`config.mk`:
```
export PLATFORM = sky130hd
export DESIGN_NAME = spi_master_param
export DESIGN_NICKNAME = d
export VERILOG_FILES = /design/src/rtl/spi_master_param.sv
export SDC_FILE = /design/constraint.sdc
export NUM_CORES = 1
export LEC_CHECK = 0
export ABC_CLOCK_PERIOD_IN_PS = 1950
export BUFFER_PORTS_ARGS = -buffer_cell sky130_fd_sc_hd__buf_2
export CAP_MARGIN = 10
export CELL_PAD_IN_SITES_DETAIL_PLACEMENT = 0
export CELL_PAD_IN_SITES_GLOBAL_PLACEMENT = 1
export CORE_ASPECT_RATIO = 1.25
export CORE_UTILIZATION = 39
export CTS_BUF_LIST = sky130_fd_sc_hd__clkbuf_16
export CTS_CLUSTER_SIZE = 10
export DETAILED_ROUTE_END_ITERATION = 8
export PLACE_DENSITY = 0.77
export SLEW_MARGIN = 10
export SYNTH_ARGS = -nofsm -noshare
export SYNTH_HDL_FRONTEND = slang
export SYNTH_SLANG_ARGS = --single-unit
```
`constraint.sdc`:
```
create_clock -name clk -period 1.95 [get_ports clk]
set_input_delay 0.585 -clock clk [delete_from_list [all_inputs] [get_ports clk]]
set_output_delay 0.585 -clock clk [all_outputs]
set_load 0.1 [all_outputs]
```
`src/rtl/spi_master_param.sv`:
```
// Parametrised full-duplex SPI master behind a 16-bit load/out register port; the CPU polls out[15] (busy).
// Build macro SPI_LOOPBACK_EN adds a loopback input that feeds the internal SDO back into the sampler.

module spi_master_param #(
  parameter int WIDTH = 8,
  parameter int DIV   = 2,
  parameter bit CPOL  = 1'b0,
  parameter bit CPHA  = 1'b0
) (
  input  logic        clk,
  input  logic        rst_n,
  input  logic        load,
  input  logic [15:0] in,
  input  logic        SDI,
`ifdef SPI_LOOPBACK_EN
  input  logic        loopback,
`endif
  output logic        CSX,
  output logic        SDO,
  output logic        SCK,
  output logic [15:0] out
);

  // state   | meaning
  // S_IDLE  | waiting for a command; CSX keeps its last level
  // S_SETUP | DIV cycles of CSX low with SCK at idle level before the first edge
  // S_SHIFT | 2*WIDTH SCK half-periods of DIV cycles each
  // S_HOLD  | DIV cycles after the last edge; received word already published

  localparam int DCW = (DIV > 1) ? $clog2(DIV) : 1;
  localparam int BCW = $clog2(WIDTH);

  typedef enum logic [1:0] {S_IDLE, S_SETUP, S_SHIFT, S_HOLD} state_t;

  state_t           r_state;
  logic [DCW-1:0]   r_div_cnt;
  logic [BCW-1:0]   r_bit_cnt;
  logic             r_phase;
  logic [WIDTH-1:0] r_tx;
  logic [WIDTH-1:0] r_rx;
  logic [WIDTH-1:0] r_word;
  logic             r_busy;
  logic             r_csx;
  logic             r_sck;
  logic             r_sdo;

  logic             w_div_last;
  logic             w_bit_last;
  logic             w_sample_edge;
  logic             w_sample_bit;
  logic [WIDTH-1:0] w_rx_next;
  logic             w_unused_in;

  assign w_div_last    = (r_div_cnt == DCW'(DIV - 1));
  assign w_bit_last    = (r_bit_cnt == BCW'(WIDTH - 1));
  // r_phase is 0 on the leading half of a bit, 1 on the trailing half
  assign w_sample_edge = (r_phase == CPHA);

`ifdef SPI_LOOPBACK_EN
  assign w_sample_bit = loopback ? r_sdo : SDI;
`else
  assign w_sample_bit = SDI;
`endif

  assign w_rx_next   = {r_rx[WIDTH-2:0], w_sample_bit};
  assign w_unused_in = ^in[15:WIDTH+1];

  assign CSX = r_csx;
  assign SDO = r_sdo;
  assign SCK = r_sck;
  assign out = {r_busy, {(15 - WIDTH){1'b0}}, r_word};

  always_ff @(posedge clk or negedge rst_n) begin
    if (!rst_n) begin
      r_state   <= S_IDLE;
      r_div_cnt <= '0;
      r_bit_cnt <= '0;
      r_phase   <= 1'b0;
      r_tx      <= '0;
      r_rx      <= '0;
      r_word    <= '0;
      r_busy    <= 1'b0;
      r_csx     <= 1'b1;
      r_sck     <= CPOL;
      r_sdo     <= 1'b0;
    end else begin
      case (r_state)
        S_IDLE: begin
          if (load) begin
            if (in[WIDTH]) begin
              r_csx <= 1'b1;
            end else begin
              r_state   <= S_SETUP;
              r_busy    <= 1'b1;
              r_csx     <= 1'b0;
              r_tx      <= in[WIDTH-1:0];
              r_div_cnt <= '0;
              r_bit_cnt <= '0;
              r_phase   <= 1'b0;
              if (!CPHA) r_sdo <= in[WIDTH-1];
            end
          end
        end

        S_SETUP: begin
          r_sck <= CPOL;
          if (w_div_last) begin
            r_div_cnt <= '0;
            r_state   <= S_SHIFT;
          end else begin
            r_div_cnt <= r_div_cnt + 1'b1;
          end
        end

        S_SHIFT: begin
          if (!w_div_last) begin
            r_div_cnt <= r_div_cnt + 1'b1;
          end else begin
            r_div_cnt <= '0;
            r_sck     <= ~r_sck;
            r_phase   <= ~r_phase;
            if (w_sample_edge) r_rx <= w_rx_next;
            // CPHA=0 already presented the MSB at load, so it shifts on trailing edges except the last
            if (!CPHA && r_phase && !w_bit_last) begin
              r_sdo <= r_tx[WIDTH-2];
              r_tx  <= {r_tx[WIDTH-2:0], 1'b0};
            end
            if (CPHA && !r_phase) begin
              r_sdo <= r_tx[WIDTH-1];
              r_tx  <= {r_tx[WIDTH-2:0], 1'b0};
            end
            if (r_phase) begin
              if (w_bit_last) begin
                r_state <= S_HOLD;
                r_word  <= w_sample_edge ? w_rx_next : r_rx;
              end else begin
                r_bit_cnt <= r_bit_cnt + 1'b1;
              end
            end
          end
        end

        S_HOLD: begin
          r_sck <= CPOL;
          if (w_div_last) begin
            r_div_cnt <= '0;
            r_state   <= S_IDLE;
            r_busy    <= 1'b0;
          end else begin
            r_div_cnt <= r_div_cnt + 1'b1;
          end
        end

        default: begin
          r_state <= S_IDLE;
          r_busy  <= 1'b0;
        end
      endcase
    end
  end

endmodule

```
# Word level (Yosys, flattened, before mapping)
# Index checks and enable logic that the tools add are counted.
# W data, S select, Z words.
[totals] in_bits=20 regBits=34 word_cells=83 output_inout_bits=19
[classes] n_eq_ne=13 addsub=2 n_reduce_logical=18 mux=37 bitwise=2
[op_table] operator="$mux W7" count=4
[op_table] operator="$ne A2 B2 Y1 const B" count=9
[op_table] operator="$mux W3" count=5
[op_table] operator="$mux W2" count=7
[op_table] operator="$pmux W7 S2" count=1
[op_table] operator="$mux W1" count=13
[op_table] operator="$reduce_and A4 Y1" count=3
[op_table] operator="$pmux W1 S2" count=5
[op_table] operator="$pmux W2 S4" count=1
[op_table] operator="$reduce_and A7 Y1" count=1
[op_table] operator="$pmux W3 S2" count=1
[op_table] operator="$reduce_and A2 Y1" count=3
[op_table] operator="$reduce_and A6 Y1" count=1
[op_table] operator="$reduce_bool A2 Y1" count=3
[op_table] operator="$reduce_and A5 Y1" count=1
[op_table] operator="$eq A2 B2 Y1 const B" count=2
[op_table] operator="$add A3 B1 Y3 const B" count=1
[op_table] operator="$eq A3 B3 Y1 const B" count=1
[op_table] operator="$reduce_and A3 Y1" count=1
[op_table] operator="$reduce_or A3 Y1" count=1
[op_table] operator="$eq A2 B1 Y1 const B" count=1
[op_table] operator="$logic_not A2 Y1" count=1
[op_table] operator="$not A1 Y1" count=2
[op_table] operator="$reduce_or A2 Y1" count=1
[op_table] operator="3 further kinds" count=3

# Depth between registers and ports, before layout
[logic_depth] word_depth=6 depth_mapped=7 mapped_depth_nobuf=5

# Worst setup path after synthesis
# No wires, ideal clock.
[synth_path] path_kind="register -> register" startpoint="register r_state[0]" endpoint="register r_sdo, in the netlist SDO" t_required_ns=1.822 period_less_slack_ns=1.818 setup_slack_ns=0.132 setup_time_ns=0.128 stages_incl_launch_ff=8 arrival_time_ns=1.689 n_path_buf=2 cell_sequence="dfrtp_1 -> inv_1 -> ha_1 -> buf_6 -> nand2b_1 -> a221oi_2 -> buf_6 -> mux2_1"
[synth_via] elab_chain_len=3 word_cells_on_any_way=9 cone_classes="eq/ne: 5; mux: 1; reduce/logical: 3"
[synth_lines] element="start: declaration" line="35" rtl="state_t r_state;"
[synth_lines] element="start signal: assignment" line="75" rtl="r_state <= S_IDLE;"
[synth_lines] element="start signal: assignment" line="93" rtl="r_state <= S_SETUP;"
[synth_lines] element="start signal: assignment" line="109" rtl="r_state <= S_SHIFT;"
[synth_lines] element="$eq A2 B2 Y1 or $logic_not A2 Y1 (tied branches)" line="87" rtl="case (r_state)"
[synth_lines] element="$ne A2 B2 Y1 (no line) or $reduce_bool A2 Y1 (tied branches)"
[synth_lines] element="$reduce_and A5 Y1 (no line)"
[synth_lines] element="end signal: assignment" line="100" rtl="if (!CPHA) r_sdo <= in[WIDTH-1];"
[synth_lines] element="end signal: assignment" line="125" rtl="r_sdo <= r_tx[WIDTH-2];"
[synth_lines] element="end signal: assignment" line="129" rtl="r_sdo <= r_tx[WIDTH-1];"
[synth_lines] element="end: declaration" line="45" rtl="logic r_sdo;"
# Several ways; a longest one is shown, not always the timed one.
# A chain may end at the register's enable or synchronous reset.

# Final worst setup path
[layout_path] startpoint="register r_bit_cnt[0]" endpoint="register r_tx[6]"
[layout_via] elab_chain_len=5
[layout_lines] element="start: declaration" line="37" rtl="logic [BCW-1:0] r_bit_cnt;"
[layout_lines] element="start signal: assignment" line="137" rtl="r_bit_cnt <= r_bit_cnt + 1'b1;"
[layout_lines] element="$eq A3 B3 Y1" line="55" rtl="assign w_bit_last = (r_bit_cnt == BCW'(WIDTH - 1));"
[layout_lines] element="$logic_not A1 Y1" line="124" rtl="if (!CPHA && r_phase && !w_bit_last) begin"
[layout_lines] element="$logic_and A1 B1 Y1" line="124"
[layout_lines] element="$ne A2 B2 Y1 (no line)"
[layout_lines] element="$reduce_and A5 Y1 (no line)"
[layout_lines] element="end signal: assignment" line="96" rtl="r_tx <= in[WIDTH-1:0];"
[layout_lines] element="end signal: assignment" line="126" rtl="r_tx <= {r_tx[WIDTH-2:0], 1'b0};"
[layout_lines] element="end signal: assignment" line="130" rtl="r_tx <= {r_tx[WIDTH-2:0], 1'b0};"
[layout_lines] element="end: declaration" line="39" rtl="logic [WIDTH-1:0] r_tx;"
# No other way between the ends.

==> impl_metrics.yaml <==
detailed_routing:
  vias: 1021
  drt_first_iter_violations: 31
  ant_nets: 0
  drc: 0
  wirelength_um: 2710
  viasPerCell: 4.77
  routedWlPerCell_um: 12.6
  dr.pass1.iters: 2
timing:
  whs_ns: 0.337
  setup_viol: 0
  final-hold-violation-count: 0
  period_needed_ns: 1.86
  fin_skew_ns: 0.00375
  final.period_utilization: 0.952
  max_freq_mhz: 539
  final_max_slew_viol_count: 0
cts:
  clock_latency_ns: 0.27
  clockBufferDepth: 2
  h-tree-depth: 2
  cts_tree: "done"
  root_buffer: "clkbuf_16"
  cts_num_sinks: 34
  cts_setup_buffers: 0
  cts_inserted_buffers: 5
  postCtsHoldBufs: 0
  clkTransAtPathRegs_ns: 0.05
setup_path:
  reg2reg_to: "r_tx[6]"
  worstSetupStartpointType: "register"
  r2r_slack_ns: 0.09
  cp_data_arrival_time_ns: 2.01
  crit_fanout: 11
  worst_path_largest_cell_delay_ns: 0.39
  worstRegToRegCells: 6
  crit_top_cell: "ha_1"
  crit_chain: "ha_1, ha_1, nand2b_1, a221oi_2, buf_6, mux2_2"
  crit_required_ns: 2.10
  r2r-start: "r_bit_cnt[0]"
  crit_path_top_delay_cell: "dfrtp_1"
  crit_path_end_kind: "register"
  criticalPathCategory: "register to register"
worst_hold_path:
  holdCritPathClass: "input pin to async pin"
logic_synthesis:
  synth_most_common_cell: "dfrtp_1"
  syn_area_um2: 1750
  synthTopCellsByCount: "dfrtp_1 (33), mux2_2 (20), buf_4 (8), mux2_1 (8), mux2_4 (8)"
  yosysTopAreaCell: "dfrtp_1"
  netlist_top_cells_area: "dfrtp_1 (47%), mux2_2 (13%), mux2_4 (6.9%)"
  synth-edff-count: 0
  synth_top_cell_area_share: 0.472
  avgSynthCellArea_um2: 13.8
  ys.flop_type: "dfrtp_1"
  async_flop_share: 1.00
  ys_types: 35
  synth_seq_cells: 34
  ys_seq_area_frac: 0.487
  synth_warnings: 0
  synth_cells: 127
power:
  switchingPower_mw: 1.30
  powerDensity_nw_per_um2: 1700
  p_leak_nw: 1.04
  sw_frac_of_total: 0.371
  power.sequential.fraction: 0.326
  p_int_mw: 2.20
  fin_total_pwr_mw: 3.49
  power_frac_comb: 0.462
  peakVddDrop_v: 0.000699
  clkPwrFrac: 0.212
placed_design:
  place_inst: 206
  place_area_um2: 1900
  globalplace.congestion: 0.743
  portBuffers: 24
  hpwl_um: 2030
floorplanning:
  die_w_um: 61.9
  placement_rows: 26
  initial_core_util: 0.417
  dieArea_um2: 4760
  coreArea_um2: 4200
  die_y_um: 76.9
  pin_count: 39
finish:
  fin_cells: 214
  final_util: 0.490
  nFillCells: 395
  n_antenna_cell: 0
  finalNetCount: 184
  syn_to_final_growth_pct: 17.5
  final_layout_size_suffix_gt1_frac: 0.500
  final_area_um2: 2060
global_route:
  grt_max_degree: 35
  grt_pass1_vias: 1074
  grt_pass1_wl_um: 4830
  antenna_found_initial: 0
  grt_util_all_layers: 0.136
  overflow: 0
job:
  max-cap-violations: 0
outcome:
  status: "complete, no violations"
-- what timing repair did --
action,in CTS,in global routing
pin swaps,0,0
endpoints found under the hold margin,0,0
setup endpoints to repair,8,10
resized for setup,1,2
-- area by class of cell --
class | count | area, µm² | area share
multi-input combinational | 79 | 798 | 0.388
timing repair buffer | 30 | 169 | 0.0821
clock buffer | 5 | 125 | 0.0608
tap | 56 | 70.1 | 0.0341
sequential | 34 | 852 | 0.414
clock inverter | 3 | 16.3 | 0.00791
inverter | 7 | 26.3 | 0.0128
-- how the worst max path moves through the flow --
stage	startpoint	to	slack, ns	cells after the start
final	r_bit_cnt[0]	r_tx[6]	0.09	6
after CTS	r_state[0]	r_tx[6]	0.06	6
after global routing	r_bit_cnt[0]	r_bit_cnt[0]	-0.02	6
after detailed placement	r_state[0]	r_rx[0]	-0.08	5
after floorplan	r_state[0]	SDO	0.13	7
after global placement	r_state[0]	r_rx[0]	-0.01	5
-- cells by family after synthesis --
family | Yosys count | share of synthesized area
multiplexers | 38 | 0.260
AND/OR/NAND/NOR | 14 | 0.0515
other | 1 | 0.00214
adder cells (fa/ha/maj) | 7 | 0.0500
flip-flops | 34 | 0.487
AO/OA/AOI/OAI | 13 | 0.0751
buffers and inverters | 20 | 0.0743
-- registers in the layout, summed over array words and instances (netlist names) --
| name | count |
|---|---|
| SCK | 1 |
| CSX | 1 |
| r_bit_cnt | 3 |
| r_tx | 7 |
| r_div_cnt | 1 |
| r_rx | 8 |
| r_word | 8 |
| r_state | 2 |
| SDO | 1 |
| r_busy | 1 |
| r_phase | 1 |
-- cell usage in the layout, fill, tap and decap left out, types with 2 or more instances in the layout --
| cell | synthesis | final |
|---|---|---|
| nor2b_1 | 2 | 2 |
| clkbuf_16 | 0 | 5 |
| buf_2 | 2 | 24 |
| ha_1 | 7 | 6 |
| a21oi_1 | 2 | 2 |
| conb_1 | 1 | 7 |
| mux2_2 | 20 | 20 |
| mux2i_1 | 2 | 2 |
| dfrtp_1 | 33 | 33 |
| mux2_1 | 8 | 8 |
| mux2_4 | 8 | 8 |
| buf_4 | 8 | 5 |
| nand2_1 | 3 | 3 |
| inv_1 | 5 | 5 |
| nand2b_1 | 2 | 2 |
| inv_2 | 2 | 2 |
-- power groups by stage --
stage	Sequential, mW	Combinational, mW	Clock (mW)
finish	1.14	1.61	0.740
global placement	1.14	1.56	0
CTS	1.14	1.63	0.763
detailed placement	1.16	1.61	0
floorplan	1.34	1.17	0
global route	1.18	1.76	0.790
-- routing by layer --
metal,routed length [µm],global-route usage,up-vias,part of all wire
li1,-,-,489,-
met1,1200,0.177,509,0.44
met2,1370,0.215,18,0.51
met3,90,0.0354,5,0.033
met4,38,0.0467,0,0.014
met5,0,0,-,0
-- worst max-delay path: cells and delay by family, from the launching register on --
kind                     cells  cell delay [ns]
AND/OR/NAND/NOR              1             0.16
AO/OA/AOI/OAI                1             0.25
buffers and inverters        1             0.20
multiplexers                 1             0.34
flip-flops                   1             0.39
adder cells (fa/ha/maj)      2             0.41
-- metrics by stage --
| stage | setup WS (ns) | TNS, ns |
|---|---|---|
| finish | 0.0941 | 0 |
| detailed placement | -0.0774 | -0.570 |
| global placement | -0.0104 | -0.0710 |
| global route | -0.0156 | -0.0172 |
| floorplan | 0.132 | 0 |
| CTS | 0.0615 | 0 |
(Power assumes the default switching activity.)
